File: config.mk
export PLATFORM = sky130hd
export DESIGN_NAME = interfpga_send_fifo_flat
export DESIGN_NICKNAME = d
export VERILOG_FILES = /design/src/rtl/interfpga_pkg.sv /design/src/rtl/interfpga_send_fifo_if.sv /design/src/rtl/interfpga_fifo.sv /design/src/rtl/interfpga_send_fifo.sv /design/src/flat_wrapper.sv
export SDC_FILE = /design/constraint.sdc
export NUM_CORES = 1
export LEC_CHECK = 0
export CORE_UTILIZATION = 55
export CTS_BUF_LIST = sky130_fd_sc_hd__clkbuf_2
export DETAILED_ROUTE_END_ITERATION = 7
export GPL_TIMING_DRIVEN = 0
export PLACE_DENSITY = 0.77
export SLEW_MARGIN = 20
export SYNTH_ARGS = -nofsm -noshare
export SYNTH_HDL_FRONTEND = slang
export SYNTH_HIERARCHICAL = 1
export SYNTH_SLANG_ARGS = --single-unit
export TNS_END_PERCENT = 10
File: constraint.sdc
create_clock -name clk -period 5.1 [get_ports clk]
set_input_delay 1.02 -clock clk [delete_from_list [all_inputs] [get_ports clk]]
set_output_delay 1.02 -clock clk [all_outputs]
set_load 0.05 [all_outputs]
File: src/rtl/interfpga_pkg.sv
// Shared framing helpers and FSM encoding for the inter-FPGA lane link.
// The matching receiver imports this package so both ends agree on framing.
package interfpga_pkg;

   typedef enum logic [1:0] {
      ST_IDLE = 2'd0,
      ST_SEND = 2'd1,
      ST_GAP  = 2'd2
   } state_t;

   // Ceiling log2; clog2(1) = 0.
   function automatic int unsigned clog2(input int unsigned n);
      int unsigned r;
      r = 0;
      while ((64'd1 << r) < 64'(n)) r = r + 1;
      return r;
   endfunction

   // Counter width able to hold 0..n-1; never narrower than one bit.
   function automatic int unsigned cnt_w(input int unsigned n);
      return (n <= 1) ? 1 : clog2(n);
   endfunction

   // Lane beats per word.
   function automatic int unsigned beats(input int unsigned data_w, input int unsigned lane_w);
      return data_w / lane_w;
   endfunction

   // Cycles a frame keeps ctrl high.
   function automatic int unsigned frame(input int unsigned data_w, input int unsigned lane_w,
                                         input int unsigned hold);
      return beats(data_w, lane_w) * hold;
   endfunction

endpackage

File: src/rtl/interfpga_send_fifo_if.sv
// Producer-side handshake plus lane/status outputs of the inter-FPGA sender.
interface interfpga_send_fifo_if #(
   parameter int unsigned DATA_W = 8,
   parameter int unsigned LANE_W = 4,
   parameter int unsigned DEPTH  = 4
);
   import interfpga_pkg::*;

   localparam int unsigned LVL_W = clog2(DEPTH) + 1;

   logic [DATA_W-1:0] in_data;
   logic              in_valid;
   logic              in_ready;
   logic              flush;
   logic [LANE_W-1:0] data_o;
   logic              ctrl_o;
   logic              busy;
   logic [LVL_W-1:0]  level;

   // Upstream producer / observer side.
   modport master (
      output in_data,
      output in_valid,
      output flush,
      input  in_ready,
      input  data_o,
      input  ctrl_o,
      input  busy,
      input  level
   );

   // Sender side.
   modport slave (
      input  in_data,
      input  in_valid,
      input  flush,
      output in_ready,
      output data_o,
      output ctrl_o,
      output busy,
      output level
   );

endinterface

File: src/rtl/interfpga_fifo.sv
// Synchronous show-ahead FIFO; pointers carry one extra wrap bit so that
// full and empty are distinguishable without a separate counter.
module interfpga_fifo
   import interfpga_pkg::*;
#(
   parameter int unsigned WIDTH = 8,
   parameter int unsigned DEPTH = 4
) (
   input  logic                  clk,
   input  logic                  reset_n,
   input  logic                  push,
   input  logic                  pop,
   input  logic                  flush,
   input  logic [WIDTH-1:0]      din,
   output logic [WIDTH-1:0]      dout,
   output logic                  full,
   output logic                  empty,
   output logic [clog2(DEPTH):0] level
);

   localparam int unsigned AW = clog2(DEPTH);
   localparam int unsigned PW = AW + 1;

   logic [WIDTH-1:0] mem [DEPTH];
   logic [PW-1:0]    wr_q;
   logic [PW-1:0]    rd_q;
   logic             do_push;
   logic             do_pop;

   // A full FIFO never accepts, and a push coinciding with flush is dropped.
   assign do_push = push & ~full & ~flush;
   assign do_pop  = pop & ~empty;

   // Pointer update; flush wins over any push/pop in the same cycle.
   always_ff @(posedge clk or negedge reset_n) begin
      if (!reset_n) begin
         wr_q <= '0;
         rd_q <= '0;
      end else if (flush) begin
         wr_q <= '0;
         rd_q <= '0;
      end else begin
         if (do_push) wr_q <= wr_q + PW'(1);
         if (do_pop)  rd_q <= rd_q + PW'(1);
      end
   end

   // Storage write; contents need no reset since the pointers gate visibility.
   always_ff @(posedge clk) begin
      if (do_push) mem[wr_q[AW-1:0]] <= din;
   end

   assign empty = (wr_q == rd_q);
   assign full  = (wr_q[AW] != rd_q[AW]) && (wr_q[AW-1:0] == rd_q[AW-1:0]);
   assign level = wr_q - rd_q;
   assign dout  = mem[rd_q[AW-1:0]];

endmodule

File: src/rtl/interfpga_send_fifo.sv
// Buffered inter-FPGA word sender: FIFO in front of a framing serialiser that
// shifts each word out LSB lane first, each beat held HOLD cycles, with ctrl_o
// framing the word and at least GAP low cycles between frames.
module interfpga_send_fifo
   import interfpga_pkg::*;
#(
   parameter int unsigned DATA_W = 8,
   parameter int unsigned LANE_W = 4,
   parameter int unsigned HOLD   = 2,
   parameter int unsigned DEPTH  = 4,
   parameter int unsigned GAP    = 1
) (
   input  logic                 clk,
   input  logic                 reset_n,
   interfpga_send_fifo_if.slave bus
);

   localparam int unsigned BEATS  = beats(DATA_W, LANE_W);
   localparam int unsigned HOLD_W = cnt_w(HOLD);
   localparam int unsigned BEAT_W = cnt_w(BEATS);
   localparam int unsigned GAP_W  = cnt_w(GAP + 1);
   localparam int unsigned LVL_W  = clog2(DEPTH) + 1;

   logic              fifo_push;
   logic              fifo_pop;
   logic              fifo_full;
   logic              fifo_empty;
   logic [DATA_W-1:0] fifo_dout;
   logic [LVL_W-1:0]  fifo_level;

   state_t            state_q, state_d;
   logic [HOLD_W-1:0] hold_q, hold_d;
   logic [BEAT_W-1:0] beat_q, beat_d;
   logic [GAP_W-1:0]  gap_q, gap_d;
   logic [DATA_W-1:0] shreg_q, shreg_d;
   logic [LANE_W-1:0] data_q, data_d;
   logic              ctrl_q, ctrl_d;
   logic              start;

   // in_ready is a decode of registered pointers only.
   assign fifo_push = bus.in_valid & ~fifo_full;

   interfpga_fifo #(
      .WIDTH (DATA_W),
      .DEPTH (DEPTH)
   ) u_fifo (
      .clk     (clk),
      .reset_n (reset_n),
      .push    (fifo_push),
      .pop     (fifo_pop),
      .flush   (bus.flush),
      .din     (bus.in_data),
      .dout    (fifo_dout),
      .full    (fifo_full),
      .empty   (fifo_empty),
      .level   (fifo_level)
   );

   // Next-state and next-output decode for the framing FSM.
   always_comb begin
      state_d  = state_q;
      hold_d   = hold_q;
      beat_d   = beat_q;
      gap_d    = gap_q;
      shreg_d  = shreg_q;
      data_d   = data_q;
      ctrl_d   = ctrl_q;
      fifo_pop = 1'b0;
      start    = 1'b0;

      case (state_q)
         ST_IDLE: begin
            ctrl_d = 1'b0;
            data_d = '0;
            start  = ~fifo_empty;
         end
         ST_SEND: begin
            if (hold_q == HOLD_W'(HOLD - 1)) begin
               hold_d = '0;
               if (beat_q == BEAT_W'(BEATS - 1)) begin
                  beat_d  = '0;
                  ctrl_d  = 1'b0;
                  data_d  = '0;
                  gap_d   = GAP_W'(1);
                  state_d = ST_GAP;
               end else begin
                  beat_d  = beat_q + BEAT_W'(1);
                  shreg_d = shreg_q >> LANE_W;
                  data_d  = shreg_d[LANE_W-1:0];
               end
            end else begin
               hold_d = hold_q + HOLD_W'(1);
            end
         end
         ST_GAP: begin
            // Last gap cycle doubles as the idle check, keeping back-to-back spacing exact.
            if (gap_q == GAP_W'(GAP)) begin
               gap_d   = '0;
               state_d = ST_IDLE;
               start   = ~fifo_empty;
            end else begin
               gap_d = gap_q + GAP_W'(1);
            end
         end
         default: begin
            state_d = ST_IDLE;
            ctrl_d  = 1'b0;
            data_d  = '0;
         end
      endcase

      // Frame launch: pop the head word and put beat 0 on the lane.
      if (start) begin
         fifo_pop = 1'b1;
         shreg_d  = fifo_dout;
         data_d   = fifo_dout[LANE_W-1:0];
         ctrl_d   = 1'b1;
         hold_d   = '0;
         beat_d   = '0;
         state_d  = ST_SEND;
      end
   end

   // State, counters, shift register and registered lane outputs.
   always_ff @(posedge clk or negedge reset_n) begin
      if (!reset_n) begin
         state_q <= ST_IDLE;
         hold_q  <= '0;
         beat_q  <= '0;
         gap_q   <= '0;
         shreg_q <= '0;
         data_q  <= '0;
         ctrl_q  <= 1'b0;
      end else begin
         state_q <= state_d;
         hold_q  <= hold_d;
         beat_q  <= beat_d;
         gap_q   <= gap_d;
         shreg_q <= shreg_d;
         data_q  <= data_d;
         ctrl_q  <= ctrl_d;
      end
   end

   assign bus.in_ready = ~fifo_full;
   assign bus.data_o   = data_q;
   assign bus.ctrl_o   = ctrl_q;
   assign bus.level    = fifo_level;
   assign bus.busy     = ctrl_q | (fifo_level != '0);

endmodule

File: src/flat_wrapper.sv
// flat-port wrapper written by rule: the top's interface ports become plain ports
module interfpga_send_fifo_flat import interfpga_pkg::*;
#(
   parameter int unsigned DATA_W = 8,
   parameter int unsigned LANE_W = 4,
   parameter int unsigned HOLD   = 2,
   parameter int unsigned DEPTH  = 4,
   parameter int unsigned GAP    = 1
)
  (clk, reset_n, bus_in_data, bus_in_valid, bus_flush, bus_in_ready, bus_data_o, bus_ctrl_o, bus_busy, bus_level);
  interfpga_send_fifo_if #(.DATA_W(DATA_W), .LANE_W(LANE_W), .DEPTH(DEPTH)) bus_i ();
  input  logic clk;
  input  logic reset_n;
  input wire logic [$bits(bus_i.in_data)-1:0] bus_in_data;
  input wire logic [$bits(bus_i.in_valid)-1:0] bus_in_valid;
  input wire logic [$bits(bus_i.flush)-1:0] bus_flush;
  output wire logic [$bits(bus_i.in_ready)-1:0] bus_in_ready;
  output wire logic [$bits(bus_i.data_o)-1:0] bus_data_o;
  output wire logic [$bits(bus_i.ctrl_o)-1:0] bus_ctrl_o;
  output wire logic [$bits(bus_i.busy)-1:0] bus_busy;
  output wire logic [$bits(bus_i.level)-1:0] bus_level;
  assign bus_i.in_data = bus_in_data;
  assign bus_i.in_valid = bus_in_valid;
  assign bus_i.flush = bus_flush;
  assign bus_in_ready = bus_i.in_ready;
  assign bus_data_o = bus_i.data_o;
  assign bus_ctrl_o = bus_i.ctrl_o;
  assign bus_busy = bus_i.busy;
  assign bus_level = bus_i.level;
  interfpga_send_fifo #(.DATA_W(DATA_W), .LANE_W(LANE_W), .HOLD(HOLD), .DEPTH(DEPTH), .GAP(GAP)) u_core (.clk(clk), .reset_n(reset_n), .bus(bus_i));
endmodule
# --- Word level (Yosys, flattened, before mapping) ---
# Memory sizes are Yosys's and may differ from the RTL's.
# Index checks and enable logic that the tools add are counted.
totals:
  word_cells: 88
  ramBits: 32
  mem_count: 1
  regBits: 24
  inputBits: 12
memory_table:
  columns: ["name", "words", "width", "read_ports", "rd_ports_with_merged_regs", "wr", "line_no", "rtl"]
  rows:
  - ["u_core.u_fifo.mem", 4, 8, 1, 0, 1, "interfpga_fifo.sv:24", "logic [WIDTH-1:0] mem [DEPTH];"]
classes:
  addsub: 6
  reduce_logical: 14
  n_bitwise: 8
  mux: 37
  eq_ne: 13
op_table:
  columns: ["cell", "n"]
  rows:
  - ["$mux W8", 4]
  - ["$mux W1", 17]
  - ["$mux W3", 4]
  - ["$mux W4", 3]
  - ["$reduce_bool A2 Y1", 5]
  - ["$ne A3 B1 Y1 const B", 3]
  - ["$reduce_and A3 Y1", 3]
  - ["$mux W2", 4]
  - ["$ne A2 B1 Y1 const B", 4]
  - ["$pmux W4 S2", 1]
  - ["$add A3 B1 Y3 const B", 2]
  - ["$pmux W1 S2", 3]
  - ["$pmux W2 S3", 1]
  - ["$and A1 B1 Y1", 4]
  - ["$reduce_and A2 Y1", 2]
  - ["$reduce_and A4 Y1", 1]
  - ["$add A1 B1 Y1 const B", 3]
  - ["$eq A3 B3 Y1", 1]
  - ["$not A1 Y1", 3]
  - ["$reduce_bool A3 Y1", 1]
  - ["$sub A3 B3 Y3", 1]
  - ["$eq A2 B1 Y1 const B", 1]
  - ["$eq A2 B2 Y1", 1]
  - ["$eq A2 B2 Y1 const B", 1]
  - ["other kinds (5)", 5]

# --- Logic depth before layout (Yosys ltp) ---
# Gate-level depths: netlist (run 1).
depth:
  ltp_word: 8
  ltp_mapped: 12
  depth_no_buf: 10

# --- Cells and area by module ---
# The synthesis (run 1) kept the hierarchy.
by_module_without_submodules:
  columns: ["module", "cells_per_inst", "area_per_inst_um2", "seq_area_each_um2", "n_inst"]
  rows:
  - ["interfpga_fifo", 105, 1721.7, 1111.1, 1]
  - ["interfpga_send_fifo", 56, 705.7, 350.3, 1]

# --- Least setup slack after synthesis (run 1) ---
# No wires, ideal clock.
synth_path:
  path_kind: "register to output"
  start: "register u_core.u_fifo.wr_q[0]"
  end: "output bus_busy"
  n_path_buf: 0
  arrival_time_ps: 2452
  stages_incl_launch_ff: 7
  t_required_ps: 4080
  setup_slack_ps: 1628
  cell_sequence: "dfrtp_1 inv_1 ha_1 inv_1 fa_1 xnor2_1 or4_1"
synth_via:
  elab_chain_cells: 3
synth_lines:
  columns: ["item", "line_no", "rtl"]
  rows:
  - ["start, declared", "interfpga_fifo.sv:25", "logic [PW-1:0] wr_q;"]
  - ["start signal, assigned", "interfpga_fifo.sv:43", "if (do_push) wr_q <= wr_q + PW'(1);"]
  - ["$sub A3 B3 Y3", "interfpga_fifo.sv:55", "assign level = wr_q - rd_q;"]
  - ["named net bus_level[2]", "flat_wrapper.sv:21", "output wire logic [$bits(bus_i.level)-1:0] bus_level;"]
  - ["$reduce_bool A3 Y1", "interfpga_send_fifo.sv:149", "assign bus.busy = ctrl_q | (fifo_level != '0);"]
  - ["$or A1 B1 Y1", "interfpga_send_fifo.sv:149", null]
  - ["end, declared", "flat_wrapper.sv:20", "output wire logic [$bits(bus_i.busy)-1:0] bus_busy;"]
# The timed path passes the listed nets, and every way through them passes these cells.

# --- Worst setup path after layout (run 1) ---
layout_path:
  start: "register u_core.u_fifo.rd_q[1]"
  end: "output bus_busy"
layout_via:
  elab_chain_cells: 3
layout_lines:
  columns: ["item", "line_no", "rtl"]
  rows:
  - ["start, declared", "interfpga_fifo.sv:26", "logic [PW-1:0] rd_q;"]
  - ["start signal, assigned", "interfpga_fifo.sv:44", "if (do_pop) rd_q <= rd_q + PW'(1);"]
  - ["$sub A3 B3 Y3", "interfpga_fifo.sv:55", null]
  - ["$reduce_bool A3 Y1", "interfpga_send_fifo.sv:149", null]
  - ["$or A1 B1 Y1", "interfpga_send_fifo.sv:149", null]
# Every way passes these cells.

==> run_results.csv, run 1 <==
group,metric,value,unit
run_status,outcome,"finished clean",
synth,synth_top_area_cell,"edfxtp_1",
synth,synth_fp_nets,181,
sta,fin_crit,4.04,ns
setup_path,cp_data_arrival_time,3.02,ns
sta,max_freq,0.247,GHz
synth,synth_area,2430,µm²
job,drv_cap,0,
power_and_ir_drop,p_leak,1.06,nW
grt,first_global_vias,1555,
setup_path,start_kind,"flop",
floorplan,die_w,68.4,µm
setup_path,rr_startpoint,"u_core/u_fifo/rd_q[1]",
sta,hold_viol_final,0,
setup_path,worstRegToRegCells,8,
layout,finalNonFillerCells,240,
synth,ys_seq_area_frac,0.602,
place,hpwlAfterDp,3250,µm
floorplan,fp.dieArea,4680,µm²
grt,grt_pass1_wl,7540,µm
detailed_routing,avgRoutedWirePerCell,19.0,µm
sta,drv_slew,0,
floorplan,die_y,68.4,µm
detailed_routing,final_antenna_net_count,0,
hold_path,holdCritStartpoint,"u_core/bus.data_o[0]",
detailed_routing,wl,4550,µm
sta,fin_crit_sh,0.793,
detailed_routing,via_count,1470,
synth,synthFlopType,"edfxtp_1",
hold_path,hold-path-cell-count,1,
setup_path,path_max_fanout,10,
synth,synth_edf_count,32,
setup_path,crit_start,"u_core/u_fifo/rd_q[1]",
place,dp.cells,232,
clock_network,cts_tree,"yes",
synth,yosysWarnings,6,
power_and_ir_drop,power_density,581,nW/µm²
grt,grt_max_degree,21,
grt,grt_usage,0.234,
clock_network,cts_hold_buf,0,
place,io_buffers,21,
synth,synth_top_area_share,0.396,
power_and_ir_drop,ir_drop,260,µV
grt,grt-ovfl-total,0,
sta,finClkSkew,0.0281,ns
floorplan,core.rowCount,23,
sta,slew-limit-headroom,0.356,
layout,diodes,0,
hold_path,hold_path.class,"reg -> reg",
clock_network,h-tree-depth,2,
setup_path,setup.worst_path.end_class,"output pin",
sta,setup_viol,0,
sta,setup-tns-final,0,ns
floorplan,io_pins,22,
synth,synth_area_leaders,"edfxtp_1, dfrtp_1, mux4_2",
place,gp_congestion,0.799,
clock_network,clockRootBuffer,"clkbuf_2",
synth,synth_common_cells,"edfxtp_1, dfrtp_1, inv_1, mux4_2, nand2_1",
clock_network,cts_setup_buffers,0,
synth,ys_seq_elements,52,
detailed_routing,via_per_inst,6.13,
synth,avgSynthCellArea,15.1,µm²
sta,rsz0062_at_grt,"false",
clock_network,clockBufferDepth,2,
detailed_routing,drt-pass1-iter-count,4,
grt,grt_antenna_before_repair,0,
clock_network,cts_buffers,5,
layout,syn_to_final_growth,13.6,%
setup_path,crit_type,"reg -> out",
floorplan,start_util,0.590,
detailed_routing,drc,0,
setup_path,r2r_slack,2.15,ns
clock_network,cts_sinks,52,
setup_path,crit_required,4.08,ns
layout,final_layout_size_suffix_gt1_frac,0.211,
floorplan,core,4120,µm²
layout,layout.nets,209,
synth,synth.most_common_cell,"edfxtp_1",
sta,worstMarginPinSlew,0.963,ns
clock_network,clk_pin_slew_worst_paths,0.28,ns
synth,syn_inst,161,
power_and_ir_drop,power.total,1.60,mW
clock_network,ctsResizeCount,0,
synth,synthArstFlopShare,0.385,
synth,yosysUniqueCellTypes,43,
detailed_routing,drtIter0Drc,132,
clock_network,clk_latency,0.45,ns
[layout make-up]
cell class / count / area (µm²)
sequential: 52 / 1460
fill: 297 / 1360
multi-input combinational: 95 / 912
timing repair buffer: 21 / 210
tap: 50 / 62.6
inverter: 9 / 33.8
clock inverter: 3 / 27.5
clock buffer: 5 / 25.0
buffer: 5 / 25.0
[power breakdown]
group / internal (mW) / switching (mW) / total [mW] / leakage, nW
Combinational: 0.344 / 0.482 / 0.826 / 0.480
Sequential: 0.531 / 0.0715 / 0.603 / 0.547
Clock: 0.0384 / 0.136 / 0.175 / 0.0311
Total: 0.914 / 0.689 / 1.60 / 1.06
[placed cells by master (no fill, tap or decap), drive strengths merged, types with 3 or more instances in the layout]
cell type       n
and2b           3
clkdlybuf4s50  21
mux4            8
o311ai          3
and4b           3
and3            4
a21oi           5
buf             3
nor3b           3
nand3           6
xnor2           3
inv            10
mux2            4
a32oi           3
nand2           8
clkbuf          7
a22o            4
dfrtp          20
nor2            6
edfxtp         32
ha              7
nor2b           3
a32o            4
[path summary, 6_finish.rpt]
path,end
max,bus_busy
min,u_core/bus.data_o[0]
max reg2reg,u_core/u_fifo/mem[0][6]
min reg2reg,u_core/bus.data_o[0]
max in group asynchronous,u_core/shreg_q[4]
min in group asynchronous,u_core/beat_q
[metal layers]
metal	GRT usage	up-vias	share of wire
met2	0.369	33	0.52
met4	0.0911	0	0.016
met3	0.0567	8	0.031
met1	0.311	749	0.43
li1	-	680	-
met5	0	-	0
[state kept, by name (all words and copies together), names as in the netlist]
register,count
u_core/u_fifo/rd_q,3
u_core/gap_q,1
u_core/beat_q,1
u_core/u_fifo/mem,32
u_core/bus.ctrl_o,1
u_core/hold_q,1
u_core/shreg_q,4
u_core/u_fifo/wr_q,3
u_core/state_q,2
u_core/bus.data_o,4
[worst max-delay path, cell delays in order (launching register included)]
cell and delay (ns):
dfrtp_1 0.41, buf_2 0.27, inv_1 0.15, fa_1 0.43, xnor2_1 0.15, or4_1 0.47, clkdlybuf4s50_1 0.71
[kinds of logic (layout without fill, tap and decap cells)]
group                      after synthesis  in the layout  synth area share
AOI/OAI and AO/OA                       29             29             0.101
adders and majority gates                8              8            0.0443
xor gates and xnor gates                 4              4            0.0175
buffers and inverters                   14             43            0.0242
and+or+nand+nor                         42             42             0.112
DFF                                     52             52             0.602
muxes                                   12             12            0.0990
[metrics by stage]
step,setup WS [ns],utilization,hold slack [ns],area (µm²)
floorplan,1.63,-,0.466,2430
global placement,1.63,0.656,0.492,2700
detailed placement,1.59,0.657,0.500,2710
CTS,1.04,0.670,0.561,2760
global route,0.876,0.670,0.576,2760
finish,1.06,0.670,0.558,2760
(Power assumes the default switching activity.)
==> inputs of run 2 (changes only) <==
Clock period 5.1 ns to 4.2 ns, I/O delays scaled along.
==> results of run 2 <==
Same layout as run 1 (identical final DEF). Status: finished clean.
Main changes from that run: setup slack after placement 1.59 ns -> 0.874 ns; setup slack after layout 1.06 ns -> 0.335 ns; register-to-register setup slack 2.15 ns -> 1.25 ns; total power 1.60 mW -> 1.95 mW; worst IR drop on VDD 260 µV -> 316 µV
